--- src/rtl/hm_rx_pkg.sv ---
// Shared types and constants for the host-memory reader receive path.
// States, completion header codes and the outstanding read tag.
package hm_rx_pkg;

  typedef enum logic [2:0] {
    ST_IDLE,
    ST_HDR,
    ST_DATA,
    ST_DROP,
    ST_DRAIN,
    ST_FLUSH,
    ST_DONE
  } hm_rx_state_t;

  localparam logic [7:0] HM_CPLD_FMT_TYPE = 8'h4A;
  localparam logic [2:0] HM_CPL_SC        = 3'b000;
  localparam logic [7:0] HM_TAG_READ      = 8'h38;

  // A length field of zero encodes the 1024-DW maximum
  function automatic logic [10:0] hm_len_dw(input logic [9:0] len);
    return (len == 10'd0) ? 11'd1024 : {1'b0, len};
  endfunction

endpackage

--- src/rtl/hm_rx_realign.sv ---
// Packs the DW stream into 64-bit words through a one-DW hold register.
// The output word register is held until the consumer takes it.
module hm_rx_realign
  import hm_rx_pkg::*;
(
  input  logic        trn_clk,
  input  logic        trn_reset_n,
  input  logic        clr,
  input  logic        push,
  input  logic        push_one,
  input  logic [31:0] dw_a,
  input  logic [31:0] dw_b,
  input  logic        flush,
  input  logic        ready,
  output logic [63:0] data,
  output logic        valid,
  output logic        hold_full
);

  logic [31:0] hold;
  logic [31:0] hold_nxt;
  logic        full_nxt;
  logic        emit;
  logic [63:0] word;
  logic        slot_free;

  assign slot_free = ~valid | ready;

  always_comb begin
    emit     = 1'b0;
    word     = 64'h0;
    hold_nxt = hold;
    full_nxt = hold_full;
    if (push) begin
      if (hold_full) begin
        emit = 1'b1;
        word = {hold, dw_a};
        if (push_one) full_nxt = 1'b0;
        else          hold_nxt = dw_b;
      end else if (push_one) begin
        hold_nxt = dw_a;
        full_nxt = 1'b1;
      end else begin
        emit = 1'b1;
        word = {dw_a, dw_b};
      end
    end else if (flush && hold_full && slot_free) begin
      emit     = 1'b1;
      word     = {hold, 32'h0};
      full_nxt = 1'b0;
    end
  end

  always_ff @(posedge trn_clk) begin
    if (!trn_reset_n) begin
      data      <= 64'h0;
      valid     <= 1'b0;
      hold      <= 32'h0;
      hold_full <= 1'b0;
    end else if (clr) begin
      valid     <= 1'b0;
      hold_full <= 1'b0;
    end else begin
      hold      <= hold_nxt;
      hold_full <= full_nxt;
      if (emit) begin
        data  <= word;
        valid <= 1'b1;
      end else if (ready) begin
        valid <= 1'b0;
      end
    end
  end

endmodule

--- src/rtl/hm_rx.sv ---
// Host-memory reader receive side: CplD filter, realign, end/error/timeout.
// Optional HM_RX_STATS_EN enables the completion/drop statistics counters.
module hm_rx
  import hm_rx_pkg::*;
#(
  parameter int          RX_DW       = 1024,
  parameter logic [15:0] TIMEOUT_MAX = 16'hffff,
  parameter logic [7:0]  HM_TAG      = HM_TAG_READ
) (
  input  logic        trn_clk,
  input  logic        trn_reset_n,
  input  logic [63:0] trn_rd,
  input  logic        trn_rsof_n,
  input  logic        trn_reof_n,
  input  logic        trn_rsrc_rdy_n,
  output logic        trn_rdst_rdy_n,
  input  logic        trn_rerrfwd_n,
  input  logic        rx_start,
  input  logic [15:0] hm_req_id,
  output logic        rx_end,
  output logic        rx_err,
  output logic        timeout,
  output logic [63:0] hm_data,
  output logic        hm_data_valid,
  input  logic        hm_data_ready,
  output logic [31:0] stat_trn_cpt_rx,
  output logic [31:0] stat_trn_cpt_drop
);

  localparam logic [10:0] RX_DW_L = 11'(RX_DW);

  hm_rx_state_t state, nxt;
  logic [10:0] remaining, len_cnt, n_dw;
  logic [15:0] to_cnt;
  logic        first, sts_bad, err_ev;
  logic        beat, sof, eof, poison, is_cpld, id_ok;
  logic        in_data, hdr_go, hdr_drop, id_drop;
  logic        data_err, data_ok, one_dw, last_dw;
  logic        to_hit, flush_done, hold_full;
  logic        rl_clr, rl_push, rl_flush;

  assign beat     = ~trn_rsrc_rdy_n & ~trn_rdst_rdy_n;
  assign sof      = ~trn_rsof_n;
  assign eof      = ~trn_reof_n;
  assign poison   = ~trn_rerrfwd_n;
  assign is_cpld  = trn_rd[63:56] == HM_CPLD_FMT_TYPE;
  assign id_ok    = (trn_rd[63:48] == hm_req_id) &&
                    (trn_rd[47:40] == HM_TAG);
  assign in_data  = (state == ST_DATA) && beat;
  assign hdr_go   = (state == ST_HDR) && beat && sof && is_cpld;
  assign hdr_drop = (state == ST_HDR) && beat && sof && !is_cpld;
  assign id_drop  = in_data && first && !id_ok;
  // Bad status is only an error once the tag proves the completion is ours
  assign data_err = in_data && !id_drop &&
                    (poison || (first && sts_bad));
  assign data_ok  = in_data && !id_drop && !data_err;
  assign one_dw   = first || (len_cnt < 11'd2);
  assign n_dw     = one_dw ? 11'd1 : 11'd2;
  assign last_dw  = data_ok && (remaining <= n_dw);
  assign to_hit   = (state != ST_IDLE) && (to_cnt == TIMEOUT_MAX);
  assign flush_done = !hold_full && (!hm_data_valid || hm_data_ready);

  always_ff @(posedge trn_clk) begin
    if (!trn_reset_n) state <= ST_IDLE;
    else              state <= nxt;
  end

  always_comb begin
    nxt    = state;
    err_ev = 1'b0;
    unique case (state)
      ST_IDLE:  if (rx_start) nxt = ST_HDR;
      ST_HDR: begin
        if (hdr_go)                nxt = ST_DATA;
        else if (hdr_drop && !eof) nxt = ST_DROP;
      end
      ST_DATA: begin
        if (id_drop) begin
          nxt = eof ? ST_HDR : ST_DROP;
        end else if (data_err) begin
          nxt    = eof ? ST_IDLE : ST_DRAIN;
          err_ev = eof;
        end else if (data_ok) begin
          if (last_dw)  nxt = ST_FLUSH;
          else if (eof) nxt = ST_HDR;
        end
      end
      ST_DROP:  if (beat && eof) nxt = ST_HDR;
      ST_DRAIN: begin
        if (beat && eof) begin
          nxt    = ST_IDLE;
          err_ev = 1'b1;
        end
      end
      ST_FLUSH: if (flush_done) nxt = ST_DONE;
      ST_DONE:  nxt = ST_IDLE;
      default:  nxt = ST_IDLE;
    endcase
    if (to_hit) begin
      nxt    = ST_IDLE;
      err_ev = 1'b1;
    end
  end

  always_comb begin
    trn_rdst_rdy_n = 1'b1;
    if (trn_reset_n)
      trn_rdst_rdy_n = (state == ST_IDLE) ? 1'b0 :
                       ~(hm_data_ready | ~hm_data_valid);
    rx_end   = (state == ST_DONE);
    rl_clr   = ((state == ST_IDLE) && rx_start) || data_err || to_hit;
    rl_push  = data_ok;
    rl_flush = (state == ST_FLUSH);
  end

  always_ff @(posedge trn_clk) begin
    if (!trn_reset_n) begin
      remaining <= 11'd0;
      len_cnt   <= 11'd0;
      first     <= 1'b0;
      sts_bad   <= 1'b0;
      to_cnt    <= 16'd0;
      rx_err    <= 1'b0;
      timeout   <= 1'b0;
    end else begin
      rx_err  <= err_ev;
      timeout <= to_hit;
      if ((state == ST_IDLE) || beat) to_cnt <= 16'd0;
      else if (!to_hit)               to_cnt <= to_cnt + 16'd1;
      if ((state == ST_IDLE) && rx_start) remaining <= RX_DW_L;
      else if (data_ok)                   remaining <= remaining - n_dw;
      if (hdr_go) begin
        len_cnt <= hm_len_dw(trn_rd[41:32]);
        sts_bad <= trn_rd[15:13] != HM_CPL_SC;
        first   <= 1'b1;
      end else if (in_data) begin
        first <= 1'b0;
        if (data_ok) len_cnt <= len_cnt - n_dw;
      end
    end
  end

`ifdef HM_RX_STATS_EN
  always_ff @(posedge trn_clk) begin
    if (!trn_reset_n) begin
      stat_trn_cpt_rx   <= 32'h0;
      stat_trn_cpt_drop <= 32'h0;
    end else begin
      if (data_ok && first)    stat_trn_cpt_rx   <= stat_trn_cpt_rx + 32'd1;
      if (hdr_drop || id_drop) stat_trn_cpt_drop <= stat_trn_cpt_drop + 32'd1;
    end
  end
`else
  assign stat_trn_cpt_rx   = 32'h0;
  assign stat_trn_cpt_drop = 32'h0;
`endif

  hm_rx_realign u_realign (
    .trn_clk     (trn_clk),
    .trn_reset_n (trn_reset_n),
    .clr         (rl_clr),
    .push        (rl_push),
    .push_one    (one_dw),
    .dw_a        (first ? trn_rd[31:0] : trn_rd[63:32]),
    .dw_b        (trn_rd[31:0]),
    .flush       (rl_flush),
    .ready       (hm_data_ready),
    .data        (hm_data),
    .valid       (hm_data_valid),
    .hold_full   (hold_full)
  );

endmodule

--- config.mk ---
export PLATFORM = sky130hd
export DESIGN_NAME = hm_rx
export DESIGN_NICKNAME = d
export VERILOG_FILES = /design/src/rtl/hm_rx_pkg.sv /design/src/rtl/hm_rx_realign.sv /design/src/rtl/hm_rx.sv
export SDC_FILE = /design/constraint.sdc
export NUM_CORES = 1
export LEC_CHECK = 0
export CAP_MARGIN = 20
export CORE_MARGIN = 4
export CORE_UTILIZATION = 40
export CTS_CLUSTER_SIZE = 8
export DETAILED_ROUTE_END_ITERATION = 16
export HOLD_SLACK_MARGIN = 0.1
export PLACE_DENSITY = 0.77
export SLEW_MARGIN = 30
export SYNTH_ARGS = -nofsm -noshare
export SYNTH_HDL_FRONTEND = slang
export SYNTH_SLANG_ARGS = --single-unit
--- constraint.sdc ---
create_clock -name trn_clk -period 3.2 [get_ports trn_clk]
set_input_delay 0.64 -clock trn_clk [delete_from_list [all_inputs] [get_ports trn_clk]]
set_output_delay 0.64 -clock trn_clk [all_outputs]
set_load 0.05 [all_outputs]
# Yosys cells after proc, flatten, opt, wreduce, memory -nomap -nowiden

Index checks and enable logic that the tools add are counted.

Bits in read-only memories: 0
Flip-flop bits (word level): 143
Bits of input ports: 88
Memories: 0
Bits in writable memories: 0
Bits in latches: 0

$lt $le $gt $ge: 2
Mux-type cells: 48
Eq/ne operators: 18
Divide/modulo/power cells: 0
$mul: 0
Bitwise operators: 11
Reductions and logical operators: 50
Add/subtract/negate cells: 3
Shift operators: 0

Operators by type and width:

| kind                    | number |
|---|---|
| $mux W64                | 4 |
| $mux W32                | 4 |
| $mux W11                | 6 |
| $mux W3                 | 12 |
| $sub A11 B2 Y11         | 2 |
| $logic_and A1 B1 Y1     | 20 |
| $mux W1                 | 18 |
| $pmux W3 S6             | 1 |
| $add A16 B1 Y16 const B | 1 |
| $eq A16 B16 Y1          | 1 |
| $eq A16 B16 Y1 const B  | 1 |
| $reduce_bool A2 Y1      | 6 |
| $le A11 B2 Y1           | 1 |
| $lt A11 B2 Y1 const B   | 1 |
| $logic_not A10 Y1       | 1 |
| $ne A2 B2 Y1 const B    | 5 |
| $eq A3 B3 Y1 const B    | 3 |
| $not A1 Y1              | 9 |
| $eq A8 B6 Y1 const B    | 1 |
| $eq A8 B7 Y1 const B    | 1 |
| $reduce_or A2 Y1        | 4 |
| $reduce_and A7 Y1       | 1 |
| $eq A3 B2 Y1 const B    | 2 |
| $logic_not A1 Y1        | 6 |
| 13 further kinds        | 21 |

# Longest topological paths before layout

Gate-level depths: netlist of run 1.

Depth after elaboration: 21
Gate-level depth with buffers: 13

# By module

Synthesis of run 1 repeated with hierarchy kept, for this count alone.

Cell total of the unflattened synthesis: 1073
Area, all modules: 9203.8 µm²

Modules (own cells, without submodules):

| module        | area each (µm²) | instances | cells an instance |
|---|---|---|---|
| hm_rx_realign | 5365.1          | 1         | 598 |
| hm_rx         | 3838.7          | 1         | 475 |

# Least setup slack after synthesis of run 1

OpenSTA, ideal clock, no wires.

Path type: register -> register
From: register len_cnt[10]
To: register state[1]
Data required time: 3065 ps
Setup slack: 159 ps
Buffers on the path: 2
Cell stages (with the launch flop): 13
Arrival: 2906 ps
Setup time: 135 ps
Cells stage by stage: dfxtp_1 -> nor4_1 -> and3_1 -> clkbuf_1 -> clkbuf_1 -> or2_2 -> ha_1 -> a21oi_1 -> a21oi_1 -> or4b_1 -> o31ai_1 -> o311a_1 -> a211oi_1

Word-level cells in the longest chain between the ends: 10
Elaborated cells on any way between the ends: 12
Those cells by class: 2 x order compare; 1 x eq/ne; 6 x mux; 3 x reduce/logical

Ends and longest elaborated chain:

| what                   | line         | source |
|---|---|---|
| start, declared        | hm_rx.sv:33  | `logic [10:0] remaining, len_cnt, n_dw;` |
| start signal, assigned | hm_rx.sv:133 | `len_cnt <= hm_len_dw(trn_rd[41:32]);` |
| start signal, assigned | hm_rx.sv:138 | `if (data_ok) len_cnt <= len_cnt - n_dw;` |
| $lt A11 B2 Y1 *        | hm_rx.sv:57  | `assign one_dw = first \|\| (len_cnt < 11'd2);` |
| $logic_or A1 B1 Y1 *   | hm_rx.sv:57  |  |
| $mux W2 *              | hm_rx.sv:58  | `assign n_dw = one_dw ? 11'd1 : 11'd2;` |
| $le A11 B2 Y1 *        | hm_rx.sv:59  | `assign last_dw = data_ok && (remaining <= n_dw);` |
| $logic_and A1 B1 Y1 *  | hm_rx.sv:59  |  |
| $mux W3                | hm_rx.sv:84  | `if (last_dw) nxt = ST_FLUSH;` |
| $mux W3                | hm_rx.sv:83  | `end else if (data_ok) begin` |
| $mux W3                | hm_rx.sv:80  | `end else if (data_err) begin` |
| $mux W3                | hm_rx.sv:78  | `if (id_drop) begin` |
| $pmux W3 S6            | hm_rx.sv:71  | `unique case (state)` |
| end signal, assigned   | hm_rx.sv:65  | `else state <= nxt;` |
| end, declared          | hm_rx.sv:32  | `hm_rx_state_t state, nxt;` |

Mark *: on every way between the ends. The rest lies on a longest branch, timed or not. The select of a mux whose other input is x is not followed.
A chain may end at the register's enable or synchronous reset.

# Worst setup path after layout of run 1

From: input port trn_rd[60]
To: register u_realign.data[33]

Word-level cells in the longest chain between the ends: 11
Elaborated cells on any way between the ends: 15
Those cells by class: 1 x eq/ne; 2 x mux; 1 x bitwise; 11 x reduce/logical

Ends and longest elaborated chain:

| what                                                      | line                      | source |
|---|---|---|
| start, declared                                           | hm_rx.sv:12               | `input logic [63:0] trn_rd,` |
| $eq A16 B16 Y1 *                                          | hm_rx.sv:47               | `assign id_ok = (trn_rd[63:48] == hm_req_id) &&` |
| $logic_and A1 B1 Y1 *                                     | hm_rx.sv:47               |  |
| $logic_not A1 Y1 *                                        | hm_rx.sv:52               | `assign id_drop = in_data && first && !id_ok;` |
| $logic_and A1 B1 Y1 *                                     | hm_rx.sv:52               |  |
| $logic_not A1 Y1 *                                        | hm_rx.sv:54, hm_rx.sv:56  |  |
| $logic_and A1 B1 Y1 *                                     | hm_rx.sv:54, hm_rx.sv:56  |  |
| $logic_and A1 B1 Y1                                       | hm_rx.sv:54               | `assign data_err = in_data && !id_drop &&` |
| $logic_not A1 Y1 or $logic_or A1 B1 Y1 (tied branches)    | hm_rx.sv:56, hm_rx.sv:111 |  |
| $logic_and A1 B1 Y1 or $logic_or A1 B1 Y1 (tied branches) | hm_rx.sv:56, hm_rx.sv:111 |  |
| $mux W1 or $not A1 Y1 (tied branches)                     | -                         |  |
| $reduce_and A2 Y1 (no line)                               | -                         |  |
| end signal, assigned                                      | hm_rx_realign.sv:67       | `data <= word;` |
| end, declared                                             | hm_rx_realign.sv:15       | `output logic [63:0] data,` |

Mark *: on every way between the ends. The rest lies on a longest branch, timed or not.

==> flow_summary.yaml, run 1 <==
worst_setup_path:
  setup.worst_path.start: "trn_rd[60]"
  r2r-end: "state[1]$_SDFFE_PP0P_"
  r2r_slack_ps: 110
  criticalPathCategory: "primary input to register"
  required_ps: 3450
  crit_fanout: 32
  reg2reg_from: "len_cnt[10]$_SDFFE_PN0P_"
  ff2ff_path_depth: 10
  arrival_ps: 3350
  cp-end-kind: "register"
  worstSetupStartpointType: "primary input"
logic_synthesis:
  synth.area.top_cells: "dfxtp_1, a21oi_1, o21ai_0"
  async_flop_share_pct: 0
  synth_top_area_share_pct: 32.8
  yosys.area.top_type: "dfxtp_1"
  ys_seq_area_share_pct: 32.8
  synth_edf_count: 0
  synth_warnings: 0
  syn_inst: 1085
  syn_area_um2: 8730
  ys_ff_latch: 143
  avgSynthCellArea_um2: 8.04
  ys_types: 66
  synth_ff_type: "dfxtp_1"
routing:
  num_vias: 8694
  wl_mm: 27.8
  drtAntennaViolNets: 0
  avgRoutedWirePerCell_um: 18.2
  drtPass1Iterations: 5
  via_per_inst: 5.70
  drt_iter0_drc: 938
  drc: 0
placement:
  placed_cell_area_um2: 10700
  gp_congestion: 0.898
  post-dp-hpwl_mm: 19.3
  pre_cts_ws_ps: -369
  port_buffers: 156
sta:
  min_period_ps: 3100
  finalSetupViolations: 0
  fin_crit_sh_pct: 96.8
  report.final.slew_viol_count: 0
  hold_viol_final: 0
  slew_headroom_pct: 35.2
  fmax_mhz: 323
  holdWs_ps: 477
  skew_ps: 10.9
  layout_setup_ws_ps: 103
  max_slew.worst_pin.slew_ps: 972
clock_tree:
  clk_pin_slew_ps: 60
  clock_path_buffers: 2
  cts_buffers: 17
  clock_latency_ps: 430
  cts_tree: "yes"
  clkSinkCount: 143
  h-tree-depth: 4
  clock-root-buffer: "clkbuf_16"
hold_path:
  worstHoldEndpoint: "u_realign.data[29]$_SDFFE_PN0P_"
  min-delay-start: "u_realign.data[29]$_SDFFE_PN0P_"
  min_path_cells: 2
  holdCritPathClass: "register to register"
final_layout:
  num-fill-cells: 1947
  drive_gt1_share_pct: 14.7
  mostFrequentLayoutCells: "clkdlybuf4s50_1, dfxtp_1, a21oi_1"
  nNetsFinal: 1333
  syn2layout_area_growth_pct: 29.5
  final_common_cell: "clkdlybuf4s50_1"
  finalInstanceArea_um2: 11300
grt:
  grt_first_pass_wirelength_mm: 43.4
  grt-ovfl-total: 0
  grt_pass1_vias: 8128
  grtUsageTotal_pct: 22.0
  grt_max_degree: 104
  antenna_found_initial: 1
floorplanning:
  die_y_um: 156
  initial_core_util_pct: 41.1
  chipWidth_um: 156
  dieArea_um2: 24200
  rows: 53
  core-area_um2: 21200
  ios: 221
power:
  leakagePower_nw: 3.83
  ir_worst_vdd_mv: 0.284
  p_per_area_nw_per_um2: 502
run:
  max-cap-violations: 0
run_status:
  status: "finished, final reports clean"
==> worst max-delay path by stage <==
stage	depth (start not counted)	end
final	8	u_realign.data[33]$_SDFFE_PN0P_
after detailed placement	11	u_realign.hold[30]$_SDFFE_PN0P_
after floorplan	12	state[1]$_SDFFE_PP0P_
after global routing	12	u_realign.hold[14]$_SDFFE_PN0P_
after CTS	11	u_realign.hold[30]$_SDFFE_PN0P_
after global placement	9	u_realign.data[36]$_SDFFE_PN0P_
==> critical path, cell delays in order <==
cell             delay [ps]
clkdlybuf4s50_1         440
xor2_1                  160
nor4_1                  610
and3_1                  300
a21oi_2                  70
o21a_1                  210
nor2_4                  710
a211oi_1                180
==> sequential cells by signal, indices dropped and copies added (netlist names) <==
signal / cells
u_realign.data: 64
u_realign.hold: 32
to_cnt: 16
len_cnt: 11
remaining: 11
state: 3
first: 1
rx_err: 1
sts_bad: 1
timeout: 1
u_realign.hold_full: 1
u_realign.valid: 1
==> area by class of cell <==
type	count	area (um^2)	share of cell area, %
Antenna cell	1	2.50	0.0222
Clock buffer	21	460	4.08
Inverter	12	47.5	0.421
Sequential cell	143	2870	25.4
Clock inverter	11	130	1.15
Multi-Input combinational cell	835	5200	46.1
Timing Repair Buffer	226	2240	19.8
Tap cell	275	344	3.05
==> cells in the mapped netlist, drive strengths merged, types with 9 or more instances <==
cell type	instances
nand4	42
clkbuf	70
nor3	9
a211oi	36
nand3	17
mux2	32
inv	12
dfxtp	143
a21oi	114
xor2	31
buf	88
o21ai	108
nor2	88
nor4	10
a311oi	33
nor3b	36
a22oi	32
nand2	95
==> stage by stage <==
stage	setup TNS, ps	power (mW)	std cells	utilization, %
floorplan	0	3.14	1148	-
global placement	-22160	3.64	1491	50.4
detailed placement	-26500	3.66	1491	50.4
CTS	0	5.66	1523	53.2
global route	-4.51	5.93	1524	53.2
finish	0	5.67	1524	53.2
==> metal layers <==
layer	track usage [%]	part of all wire, %	up-vias
li1	-	-	4120
met1	29.2	43	4155
met2	35.9	48	376
met3	5.05	7.2	43
met4	6.25	2.1	0
met5	0	0	-
==> repair_timing <==
item                                    4_1_cts  5_1_grt
buffers inserted                              0        0
gates resized for setup                       0        2
endpoints found under the setup margin        0       54
hold buffers                                  0        0
==> report_power, final <==
part | switching (mW) | internal, mW | total (mW)
clock network | 0.816 | 1.20 | 2.01
registers | 0.0861 | 1.84 | 1.93
logic | 1.12 | 0.610 | 1.73
==> kinds of logic (layout without fill, tap and decap cells) <==
logic type / Yosys count / in the layout / share of synthesized area (%)
compound gates: 357 / 357 / 27.1
simple gates: 333 / 333 / 19.6
buf+inv: 170 / 270 / 10.8
flops: 143 / 143 / 32.8
xor+xnor: 37 / 37 / 3.71
mux: 34 / 34 / 4.36
fa+ha+maj: 10 / 10 / 1.61
other cells: 1 / 65 / 0.0430
Note: power is estimated with default switching activity, not from simulation.
==> run 2, diff against run 1 <==
- CORE_UTILIZATION: 40 -> 25
- PLACE_DENSITY: 0.77 -> 0.55
==> run 2 against run 1 <==
  * Clock power up 3%
  * Sequential power about the same
  * Highest routed layer is now met5
  * Fmax up 3.3%
  * Setup slack better by 98 ps
  * Routed wire length up 13%
  * Critical endpoint is now u_realign.hold[10]$_SDFFE_PN0P_
  * Final cell count up 12%
  * Largest power group unchanged
  * Sequential cell count unchanged
  * Hold slack better by 0.51 ps
  * Clock skew up 1.1 ps
  * Register-to-register slack better by 160 ps
==> flow_summary.yaml, run 2 (same netlist as run 1, synthesis figures left out) <==
floorplanning:
  initial_core_util_pct: 25.3
  chipWidth_um: 195
  die_y_um: 195
  rows: 68
  dieArea_um2: 38000
  core-area_um2: 34500
  ios: 221
grt:
  grt-ovfl-total: 0
  grt_first_pass_wirelength_mm: 48.2
  grt_pass1_vias: 8316
  grt_max_degree: 68
  antenna_found_initial: 2
  grtUsageTotal_pct: 15.9
sta:
  holdWs_ps: 477
  hold_viol_final: 0
  fmax_mhz: 333
  fin_crit_sh_pct: 93.7
  skew_ps: 12.0
  max_slew.worst_pin.slew_ps: 706
  setup_tns_ps: 0
  slew_headroom_pct: 52.9
  finalSetupViolations: 0
  min_period_ps: 3000
  rsz0062_at_grt: "false"
  report.final.slew_viol_count: 0
placement:
  placed_cell_area_um2: 10900
  post-dp-hpwl_mm: 22.6
  gp_congestion: 0.830
  port_buffers: 156
clock_tree:
  cts_tree: "yes"
  cts_buffers: 17
  clock_latency_ps: 430
  cts_resized: 0
  clk_pin_slew_ps: 60
  clkSinkCount: 143
  post_cts_buffers: 0
  h-tree-depth: 4
  clock-root-buffer: "clkbuf_16"
  clock_path_buffers: 2
  cts_hold_buf: 0
final_layout:
  drive_gt1_share_pct: 15.4
  regArea_um2: 2870
  final_common_cell: "clkdlybuf4s50_1"
  nNetsFinal: 1341
  top_regs: "u_realign.data: 64 flops, u_realign.hold: 32 flops, to_cnt: 16 flops"
  syn2layout_area_growth_pct: 32.5
  num-fill-cells: 3673
  multi_input_area_um2: 5200
  n_antenna_cell: 0
  mostFrequentLayoutCells: "clkdlybuf4s50_1, dfxtp_1, a21oi_1"
  largest_register_ffs: 64
  finalInstanceArea_um2: 11600
  top_register: "u_realign.data"
power:
  ir_worst_vdd_mv: 0.355
  leakagePower_nw: 3.87
  p_per_area_nw_per_um2: 497
routing:
  via_per_inst: 5.03
  drt_iter0_drc: 637
  num_vias: 8602
  avgRoutedWirePerCell_um: 18.3
  drtPass1Iterations: 5
  drc: 0
  wl_mm: 31.3
  drtAntennaViolNets: 0
run_status:
  status: "finished, final reports clean"
worst_setup_path:
  worstSetupStartpointType: "primary input"
  required_ps: 3530
  criticalPathCategory: "primary input to register"
  cp-end-kind: "register"
  arrival_ps: 3330
  crit_fanout: 18
run:
  max-cap-violations: 0
hold_path:
  holdCritPathClass: "register to register"
==> run 2: cell count changes in the layout (fill, tap and decap cells not counted), moves of 2 or more <==
cell / delta
buf_12: -2
clkinv_4: +2
buf_4: +11
clkbuf_1: -2
==> run 2: layer usage <==
metal / track usage, % / vias up / routed length [um]
met5: 0 / - / 27
met4: 3.78 / 4 / 397
met1: 21.3 / 4161 / 14100
met2: 25.7 / 277 / 14700
met3: 4.04 / 26 / 2060
li1: - / 4134 / -
==> run 2: worst paths after layout <==
kind | cells after the start | slack, ps | end | startpoint
worst max-delay path | 12 | 200 | u_realign.hold[10]$_SDFFE_PN0P_ | trn_rd[41]
worst min-delay path | 2 | 480 | u_realign.data[25]$_SDFFE_PN0P_ | u_realign.data[25]$_SDFFE_PN0P_
worst max register to register | 10 | 270 | state[1]$_SDFFE_PP0P_ | len_cnt[1]$_SDFFE_PN0P_
worst min register to register | 2 | 480 | u_realign.data[25]$_SDFFE_PN0P_ | u_realign.data[25]$_SDFFE_PN0P_
==> run 2: cell type report <==
cell class | count | area share (%)
tap | 455 | 4.93
multi-input combinational | 835 | 45.0
clock buffer | 18 | 3.80
sequential | 143 | 24.8
inverter | 12 | 0.411
timing repair buffer | 234 | 19.7
clock inverter | 13 | 1.42
==> run 2: power by group <==
group	switching [mW]	internal [mW]	total [mW]
sequential	0.0701	1.84	1.91
clock	0.835	1.24	2.08
combinational	1.15	0.604	1.76
total	2.06	3.69	5.75
==> run 2: metrics by stage <==
step / power, mW / setup WS (ps) / util, % / cells
3_5_place_dp: 3.70 / -236 / 31.8 / 1679
2_1_floorplan: 3.14 / 159 / - / 1148
5_1_grt: 6.06 / 26.5 / 33.5 / 1710
6_report: 5.75 / 201 / 33.5 / 1710
3_3_place_gp: 3.68 / -222 / 31.8 / 1679
4_1_cts: 5.80 / 199 / 33.5 / 1710
==> run 2: worst max-delay path, cell delays in order <==
cell             delay (ps)
clkdlybuf4s50_1         510
nor4b_1                 450
buf_4                   190
nand4_1                 120
buf_4                   160
nor3_2                  160
a21oi_2                 160
nor4_4                  280
buf_4                   210
buf_12                  160
nor2_1                   70
a311oi_2                240
